File: config.mk
export PLATFORM = sky130hd
export DESIGN_NAME = shift_sequencer_flat
export DESIGN_NICKNAME = d
export VERILOG_FILES = /design/src/rtl/shift_sequencer_if.sv /design/src/rtl/shift_sequencer.sv /design/src/flat_wrapper.sv
export SDC_FILE = /design/constraint.sdc
export NUM_CORES = 1
export LEC_CHECK = 0
export BUFFER_PORTS_ARGS = -buffer_cell sky130_fd_sc_hd__buf_2
export CAP_MARGIN = 0
export CORE_ASPECT_RATIO = 1.25
export CORE_MARGIN = 5
export CORE_UTILIZATION = 49
export CTS_CLUSTER_DIAMETER = 60
export DETAILED_ROUTE_END_ITERATION = 7
export PLACE_DENSITY = 0.84
export SLEW_MARGIN = 20
export SYNTH_ARGS = -nofsm -noshare
export SYNTH_HDL_FRONTEND = slang
export SYNTH_SLANG_ARGS = --single-unit
File: constraint.sdc
create_clock -name clk -period 5.2 [get_ports clk]
set_clock_uncertainty 0.1 [all_clocks]
set_input_delay 0.26 -clock clk [delete_from_list [all_inputs] [get_ports clk]]
set_output_delay 0.26 -clock clk [all_outputs]
set_load 0.005 [all_outputs]
File: src/rtl/shift_sequencer_if.sv
// Handshake and barrel-shifter bus for shift_sequencer.
// The slave side is the sequencer. The master side is the issuing stage together with the shared barrelShifter.
interface shift_sequencer_if #(
  parameter int WIDTH = 8,
  parameter int AMT_W = 4
);
  logic                 in_valid;
  logic                 in_ready;
  logic [0:WIDTH-1]     in_data;
  logic [AMT_W-1:0]     in_amt;

  logic [0:WIDTH-1]     bs_ip;
  logic [0:4]           bs_shift_mag;
  logic [0:WIDTH-1]     bs_op;

  logic                 out_valid;
  logic                 out_ready;
  logic [0:WIDTH-1]     out_data;

  modport master (
    output in_valid, in_data, in_amt, bs_op, out_ready,
    input  in_ready, bs_ip, bs_shift_mag, out_valid, out_data
  );

  modport slave (
    input  in_valid, in_data, in_amt, bs_op, out_ready,
    output in_ready, bs_ip, bs_shift_mag, out_valid, out_data
  );
endinterface

File: src/rtl/shift_sequencer.sv
// Breaks a signed shift of -8..+7 into passes of at most +/-2 through the shared barrelShifter.
// Each pass feeds the previous result back into the shifter, and the final word is returned over a valid/ready handshake.
module shift_sequencer #(
  parameter int WIDTH = 8,
  parameter int AMT_W = 4
) (
  input  logic              clk,
  input  logic              rst,
  shift_sequencer_if.slave  bus
);

  typedef enum logic [1:0] {
    IDLE  = 2'd0,
    SHIFT = 2'd1,
    DONE  = 2'd2
  } state_t;

  localparam logic signed [AMT_W:0] STEP_P2 = (AMT_W+1)'(2);
  localparam logic signed [AMT_W:0] STEP_P1 = (AMT_W+1)'(1);
  localparam logic signed [AMT_W:0] STEP_N2 = -STEP_P2;
  localparam logic signed [AMT_W:0] STEP_N1 = -STEP_P1;

  localparam logic [0:4] MAG_R2   = 5'b10000;
  localparam logic [0:4] MAG_R1   = 5'b01000;
  localparam logic [0:4] MAG_NONE = 5'b00100;
  localparam logic [0:4] MAG_L1   = 5'b00010;
  localparam logic [0:4] MAG_L2   = 5'b00001;

  state_t                  state;
  logic [0:WIDTH-1]        acc;
  logic signed [AMT_W:0]   rem;
  logic signed [AMT_W:0]   step;
  logic signed [AMT_W:0]   rem_next;
  logic [0:4]              step_code;

  // Take full 2-position passes first, so a leftover single position is always issued last
  always_comb begin
    step      = '0;
    step_code = MAG_NONE;
    if (rem >= STEP_P2) begin
      step      = STEP_P2;
      step_code = MAG_L2;
    end else if (rem == STEP_P1) begin
      step      = STEP_P1;
      step_code = MAG_L1;
    end else if (rem <= STEP_N2) begin
      step      = STEP_N2;
      step_code = MAG_R2;
    end else if (rem == STEP_N1) begin
      step      = STEP_N1;
      step_code = MAG_R1;
    end
    rem_next = rem - step;
  end

  always_ff @(posedge clk) begin
    if (rst) begin
      state <= IDLE;
      acc   <= '0;
      rem   <= '0;
    end else begin
      case (state)
        IDLE: begin
          if (bus.in_valid) begin
            acc   <= bus.in_data;
            rem   <= {bus.in_amt[AMT_W-1], bus.in_amt};
            state <= (bus.in_amt != '0) ? SHIFT : DONE;
          end
        end
        SHIFT: begin
          acc <= bus.bs_op;
          rem <= rem_next;
          if (rem_next == '0) begin
            state <= DONE;
          end
        end
        DONE: begin
          if (bus.out_ready) begin
            state <= IDLE;
          end
        end
        default: state <= IDLE;
      endcase
    end
  end

  // Everything below is decoded from registered state only, so no input reaches an output combinationally except reset into in_ready
  assign bus.in_ready     = (state == IDLE) && !rst;
  assign bus.out_valid    = (state == DONE);
  assign bus.out_data     = acc;
  assign bus.bs_ip        = acc;
  assign bus.bs_shift_mag = (state == SHIFT) ? step_code : MAG_NONE;

endmodule

File: src/flat_wrapper.sv
// flat-port wrapper written by rule: the top's interface ports become plain ports
module shift_sequencer_flat 
#(
  parameter int WIDTH = 8,
  parameter int AMT_W = 4
)
  (clk, rst, bus_in_valid, bus_in_data, bus_in_amt, bus_bs_op, bus_out_ready, bus_in_ready, bus_bs_ip, bus_bs_shift_mag, bus_out_valid, bus_out_data);
  shift_sequencer_if #(.WIDTH(WIDTH), .AMT_W(AMT_W)) bus_i ();
  input  logic clk;
  input  logic rst;
  input wire logic [$bits(bus_i.in_valid)-1:0] bus_in_valid;
  input wire logic [$bits(bus_i.in_data)-1:0] bus_in_data;
  input wire logic [$bits(bus_i.in_amt)-1:0] bus_in_amt;
  input wire logic [$bits(bus_i.bs_op)-1:0] bus_bs_op;
  input wire logic [$bits(bus_i.out_ready)-1:0] bus_out_ready;
  output wire logic [$bits(bus_i.in_ready)-1:0] bus_in_ready;
  output wire logic [$bits(bus_i.bs_ip)-1:0] bus_bs_ip;
  output wire logic [$bits(bus_i.bs_shift_mag)-1:0] bus_bs_shift_mag;
  output wire logic [$bits(bus_i.out_valid)-1:0] bus_out_valid;
  output wire logic [$bits(bus_i.out_data)-1:0] bus_out_data;
  assign bus_i.in_valid = bus_in_valid;
  assign bus_i.in_data = bus_in_data;
  assign bus_i.in_amt = bus_in_amt;
  assign bus_i.bs_op = bus_bs_op;
  assign bus_i.out_ready = bus_out_ready;
  assign bus_in_ready = bus_i.in_ready;
  assign bus_bs_ip = bus_i.bs_ip;
  assign bus_bs_shift_mag = bus_i.bs_shift_mag;
  assign bus_out_valid = bus_i.out_valid;
  assign bus_out_data = bus_i.out_data;
  shift_sequencer #(.WIDTH(WIDTH), .AMT_W(AMT_W)) u_core (.clk(clk), .rst(rst), .bus(bus_i));
endmodule
==> results of run 1 <==
## per-stage QoR
step           cell area, um2  hold slack, ns  cells  setup WS (ns)  power (W)
5_1_grt                  1190           0.131    191           2.40   0.000497
4_1_cts                  1190           0.130    191           2.64   0.000455
2_1_floorplan            1000           0.319    137           2.85   0.000335
3_5_place_dp             1160           0.403    187           2.65   0.000387
6_report                 1190           0.129    191           2.64   0.000452
3_3_place_gp             1160           0.392    187           2.74   0.000381
## layout by cell type, fill, tap and decap left out, types with 2 or more instances in the layout
cell type / n
a211oi_1: 2
a21oi_1: 4
a311oi_1: 8
a41oi_1: 2
buf_2: 46
clkbuf_4: 3
dfxtp_1: 15
ha_1: 4
inv_1: 5
nand2_1: 21
nand2b_1: 3
nor2_1: 23
nor2b_1: 5
nor3_1: 7
o21ai_0: 3
o21ai_1: 6
## worst max path at each step
stage / start / end / cells after the start
2_1_floorplan: u_core.rem[1] / u_core.state[1] / 9
3_3_place_gp: u_core.rem[1] / u_core.state[1] / 9
3_5_place_dp: u_core.rem[1] / u_core.state[1] / 9
4_1_cts: u_core.rem[1] / u_core.state[1] / 9
5_1_grt: u_core.rem[1] / u_core.state[1] / 9
6_report: u_core.rem[1] / u_core.state[1] / 9
## flip-flops by register name (all words and copies together) (netlist names)
name,cells
u_core.bus.bs_ip,8
u_core.rem,5
u_core.state,2
## cell families (layout without fill, tap and decap cells)
logic type                 count (synthesis)  count (layout)  share of synthesized area, %
adders and majority gates                  5               5                          7.01
muxes                                      1               1                          1.00
and+or+nand+nor                           63              63                          28.0
buffers and inverters                     22              56                          11.9
DFF                                       15              15                          30.0
AOI/OAI and AO/OA                         29              29                          20.3
xor gates and xnor gates                   2               2                          1.75
## per-layer routing
layer	track usage, %	share of wire [%]	up-vias
met4	5.47	0.55	0
met5	0	0	-
met3	3.19	9.5	2
met1	20.6	44	449
li1	-	-	537
met2	27.5	46	38
## where the power goes
group	internal, W	leakage, nW	switching [W]
registers	0.000138	0.125	0.0000255
logic	0.0000994	0.451	0.000123
clock network	0.0000286	0.0177	0.0000386
## layout make-up
| type | count | area (um2) | share of cell area, % |
|---|---|---|---|
| multi-input cells | 100 | 581 | 48.8 |
| flip-flops and latches | 15 | 300 | 25.2 |
| repair buffers | 47 | 238 | 20.0 |
| well taps | 20 | 25.0 | 2.10 |
| clock buffers | 3 | 22.5 | 1.89 |
| inverters | 5 | 18.8 | 1.58 |
| clock inverters | 1 | 5.00 | 0.421 |
## critical path, stage by stage, from the launching register on
cell and delay, ns:
dfxtp_1 0.43, nor3_1 0.10, nand2_1 0.18, a21oi_1 0.10
ha_1 0.23, fa_1 0.41, xor2_1 0.19, a41oi_1 0.16
or4_1 0.50, o21ai_1 0.12
==> qor.csv, run 1 <==
metric;value;unit
via_per_inst;5.37;
synth_top_area_share;30.0;%
dieWidth;50.4;um
ys_seq_area_share;30.0;%
arrival;2.69;ns
dr.pass1.iters;4;
synth_cells;137;
r2r-start;u_core.rem[1];
path_class;register to register;
synthArstFlopShare;0;%
nFillCells;196;
post-dp-hpwl;1800;um
clk_latency;0.29;ns
status;completed;
crit_fanout;6;
fp.dieH;60.5;um
rsz0062_at_grt;false;
synth_top_area_cell;dfxtp_1;
rows;18;
area_growth;19.0;%
p_per_area;380;mW/mm2
worstRegToRegCells;9;
root_buffer;clkbuf_4;
synthMostInstantiatedCell;nor2_1;
synth_commonest_cells;23 x nor2_1, 21 x nand2_1, 15 x dfxtp_1;
min_path_type;input pin to register;
hold_path_end;u_core.bus.bs_ip[2];
ant_nets;0;
antenna_cells;0;
synth_fp_nets;166;
worst-slew-pin-transition;0.734;ns
start_util;51.0;%
ios;47;
cts_tree;done;
setup_viol;0;
maxSlewViolCount;0;
hold_depth;3;
ir_drop;209;uV
grt_usage;16.2;%
grt_max_degree;24;
routedWlPerCell;12.4;um
grt_pass1_vias;956;
min_from;bus_bs_op[5];
synth_flop_cell;dfxtp_1;
cts.repair.resized;0;
clock_path_buffers;2;
layout-drive-gt1-share;30.4;%
grt_overflow;0;
fin_crit_sh;49.2;%
finalHoldViolCount;0;
cts_max_level;1;
fin_util;60.7;%
final_net_count;201;
port_buffers;46;
synth_area_leaders;dfxtp_1 30%, nor2_1 8.6%, nand2_1 7.9%;
cts_sinks;15;
cts_made_buffers;3;
drcViolationCount;0;
fin_tns_setup;0;ns
clk_pin_slew;0.10;ns
antenna_found_initial;0;
critPathLaunchType;register;
synth_area_per_cell;7.30;um2
initialDrtViolationCount;17;
cts_setup_buffers;0;
synth_edf_count;0;
ys.warnings.count;0;
period_needed;2.56;ns
cap_violations;0;
netlist_area;1000;um2
power.leakage;0.593;nW
r2r-end;u_core.state[1];
worstSetupEndpointType;register;
vias;1026;
drt_wl_total;2360;um
grt_pass1_wl;3950;um
holdBufCountCts;0;
reg2reg_slack;2.64;ns
fmax;391;MHz
required;5.33;ns
core_area;0.00196;mm2
ys_seq_elements;15;
relSlewSlack;51.0;%
place.gp.congestion;0.863;
yosysUniqueCellTypes;29;
dieArea;0.00305;mm2
(Power assumes the default switching activity.)
==> inputs of run 2 (changes only) <==
CORE_UTILIZATION = 45   (was 49)
PLACE_DENSITY = 0.78   (was 0.84)
clock period = 2.4 ns   (was 5.2 ns; I/O delays follow)
==> run 2 against run 1 <==
Against the previous run: the run now ends with hold timing left; utilization up 2.4 points; critical endpoint unchanged; worst hold slack lost 0.13 ns; combinational power rose to 2.7 times the previous value; critical path depth unchanged; sequential power is 120% higher; setup slack worse by 2.5 ns; power is 150% higher; via count rose by 8.2%; critical path type unchanged; clock power is 120% higher.
==> qor.csv, run 2 (synthesis results as in run 1) <==
metric;value;unit;change
mostFrequentLayoutCells;46 x buf_2, 22 x nor2_1, 20 x nand2_1, 11 x dfxtp_1, 8 x a311oi_1;;
crit_chain;nor3_4 > nand2_2 > a21oi_2 > ha_2 > fa_2 > xor2_2 > a41oi_2 > or4_1 > o21ai_1;;
required;2.52;ns;-2.81 ns
clk_latency;0.28;ns;about the same
cap_violations;0;;unchanged
critPathLaunchType;register;;
rows;19;;+1
ios;47;;unchanged
dieWidth;52.2;um;+3.5%
fmax;437;MHz;+12%
top_usage_layer;met2;;
maxSlewViolCount;0;;unchanged
worst_hold_slack;-0.00551;ns;-0.135 ns
status;finished, violations left;;
path_class;register to register;;
worstSetupEndpointType;register;;
dieArea;0.00327;mm2;+7.2%
max_stage_delay;0.42;ns;-0.08 ns
port_buffers;46;;unchanged
clk_pin_slew;0.09;ns;about the same
gr-usage-met3;2.63;%;-0.57 points
grt_usage;16.9;%;+0.71 points
via_per_inst;5.16;;-3.9%
grt_pass1_vias;1097;;+15%
drcViolationCount;0;;unchanged
nFillCells;207;;+5.6%
relSlewSlack;72.6;%;+22 points
cts_sinks;15;;unchanged
layout_commonest_cell;buf_2;;
area_growth;36.5;%;
ir_drop;464;uV;+120%
cp_slowest_cell;or4_1;;
grt_overflow;0;;unchanged
fp.dieH;62.7;um;+3.6%
finalHoldViolCount;3;;+3
dr.pass1.iters;4;;unchanged
final_net_count;214;;+6.5%
gr-usage-met1;18.2;%;-2.4 points
p_per_area;813;mW/mm2;+110%
clock_path_buffers;2;;unchanged
grt_max_degree;18;;-25%
worst-slew-pin-transition;0.411;ns;-0.323 ns
layout-drive-gt1-share;37.5;%;+7.1 points
arrival;2.41;ns;-0.28 ns
period_needed;2.29;ns;-0.267 ns
post-dp-hpwl;2060;um;+14%
fin_crit_sh;95.4;%;+46 points
min_path_type;input pin to register;;
cts_made_buffers;3;;unchanged
place.gp.congestion;0.835;;-3.3%
grt_pass1_wl;4430;um;+12%
core_area;0.00216;mm2;+10%
power.leakage;0.654;nW;+10%
crit_fanout;5;;-1
cts_max_level;1;;unchanged
rsz0062_at_grt;false;;
largest_reg_flops;8;;unchanged
antenna_cells;0;;unchanged
drt_wl_total;2780;um;+17%
cts_tree;done;;
initialDrtViolationCount;17;;unchanged
finalPower;0.00111;W;+150%
ant_nets;0;;unchanged
vias;1110;;+8.2%
use_met2;32.1;%;+4.6 points
antenna_found_initial;0;;unchanged
violations;hold timing;;
root_buffer;clkbuf_4;;
start_util;46.2;%;-4.8 points
setup_viol;0;;unchanged
routedWlPerCell;12.9;um;+4.4%
-- run 2: path summary, 6_finish.rpt --
check | endpoint | slack (ns) | startpoint | depth (start not counted)
max | u_core.state[1] | 0.11 | u_core.rem[3] | 9
min | u_core.bus.bs_ip[1] | -0.006 | bus_in_data[6] | 3
max reg2reg | u_core.state[1] | 0.11 | u_core.rem[3] | 9
min reg2reg | u_core.bus.bs_ip[0] | 0.41 | u_core.bus.bs_ip[0] | 2
-- run 2: layer usage --
metal / up-vias / part of all wire [%] / wire length, um
li1: 562 / - / -
met1: 505 / 40 / 1120
met2: 40 / 51 / 1430
met3: 3 / 7.1 / 197
met4: 0 / 0.90 / 25
met5: - / 0 / 0
-- run 2: power breakdown --
group	switching [W]	leakage, nW	internal [W]	total, W
Clock	0.0000805	0.0150	0.0000646	0.000145
Combinational	0.000305	0.513	0.000293	0.000598
Sequential	0.0000625	0.126	0.000303	0.000366
Total	0.000448	0.654	0.000661	0.00111
-- run 2: timing repair --
| item | in CTS | in global routing |
|---|---|---|
| hold endpoints to repair | 6 | 0 |
| gates cloned | 0 | 0 |
| hold buffers | 7 | 0 |
| pin swaps | 0 | 4 |
| buffers inserted | 0 | 1 |
| gates resized for setup | 4 | 10 |
| setup endpoints to repair | 1 | 2 |
-- run 2: layout make-up --
cell class	count	area (um2)	share of cell area, %
multi-input combinational	100	621	45.5
timing repair buffer	60	353	25.8
sequential	15	308	22.5
tap	31	38.8	2.84
clock buffer	4	26.3	1.92
inverter	5	18.8	1.37
-- run 2: metrics by stage --
| step | utilization, % | TNS, ns | setup slack [ns] | cells | area [um2] |
|---|---|---|---|---|---|
| global route | 63.1 | 0 | 0.00523 | 215 | 1370 |
| detailed placement | 56.1 | -0.0280 | -0.0280 | 203 | 1210 |
| CTS | 61.0 | 0 | 0.000292 | 214 | 1320 |
| floorplan | - | 0 | 0.0527 | 137 | 1000 |
| global placement | 56.1 | 0 | 0.0570 | 203 | 1210 |
| finish | 63.1 | 0 | 0.109 | 215 | 1370 |
-- run 2: critical path: cells and delay by family, from the launching register on --
family / cells / cell delay (ns)
simple gates: 3 / 0.74
fa+ha+maj: 2 / 0.46
compound gates: 3 / 0.40
flops: 1 / 0.38
xor+xnor: 1 / 0.17
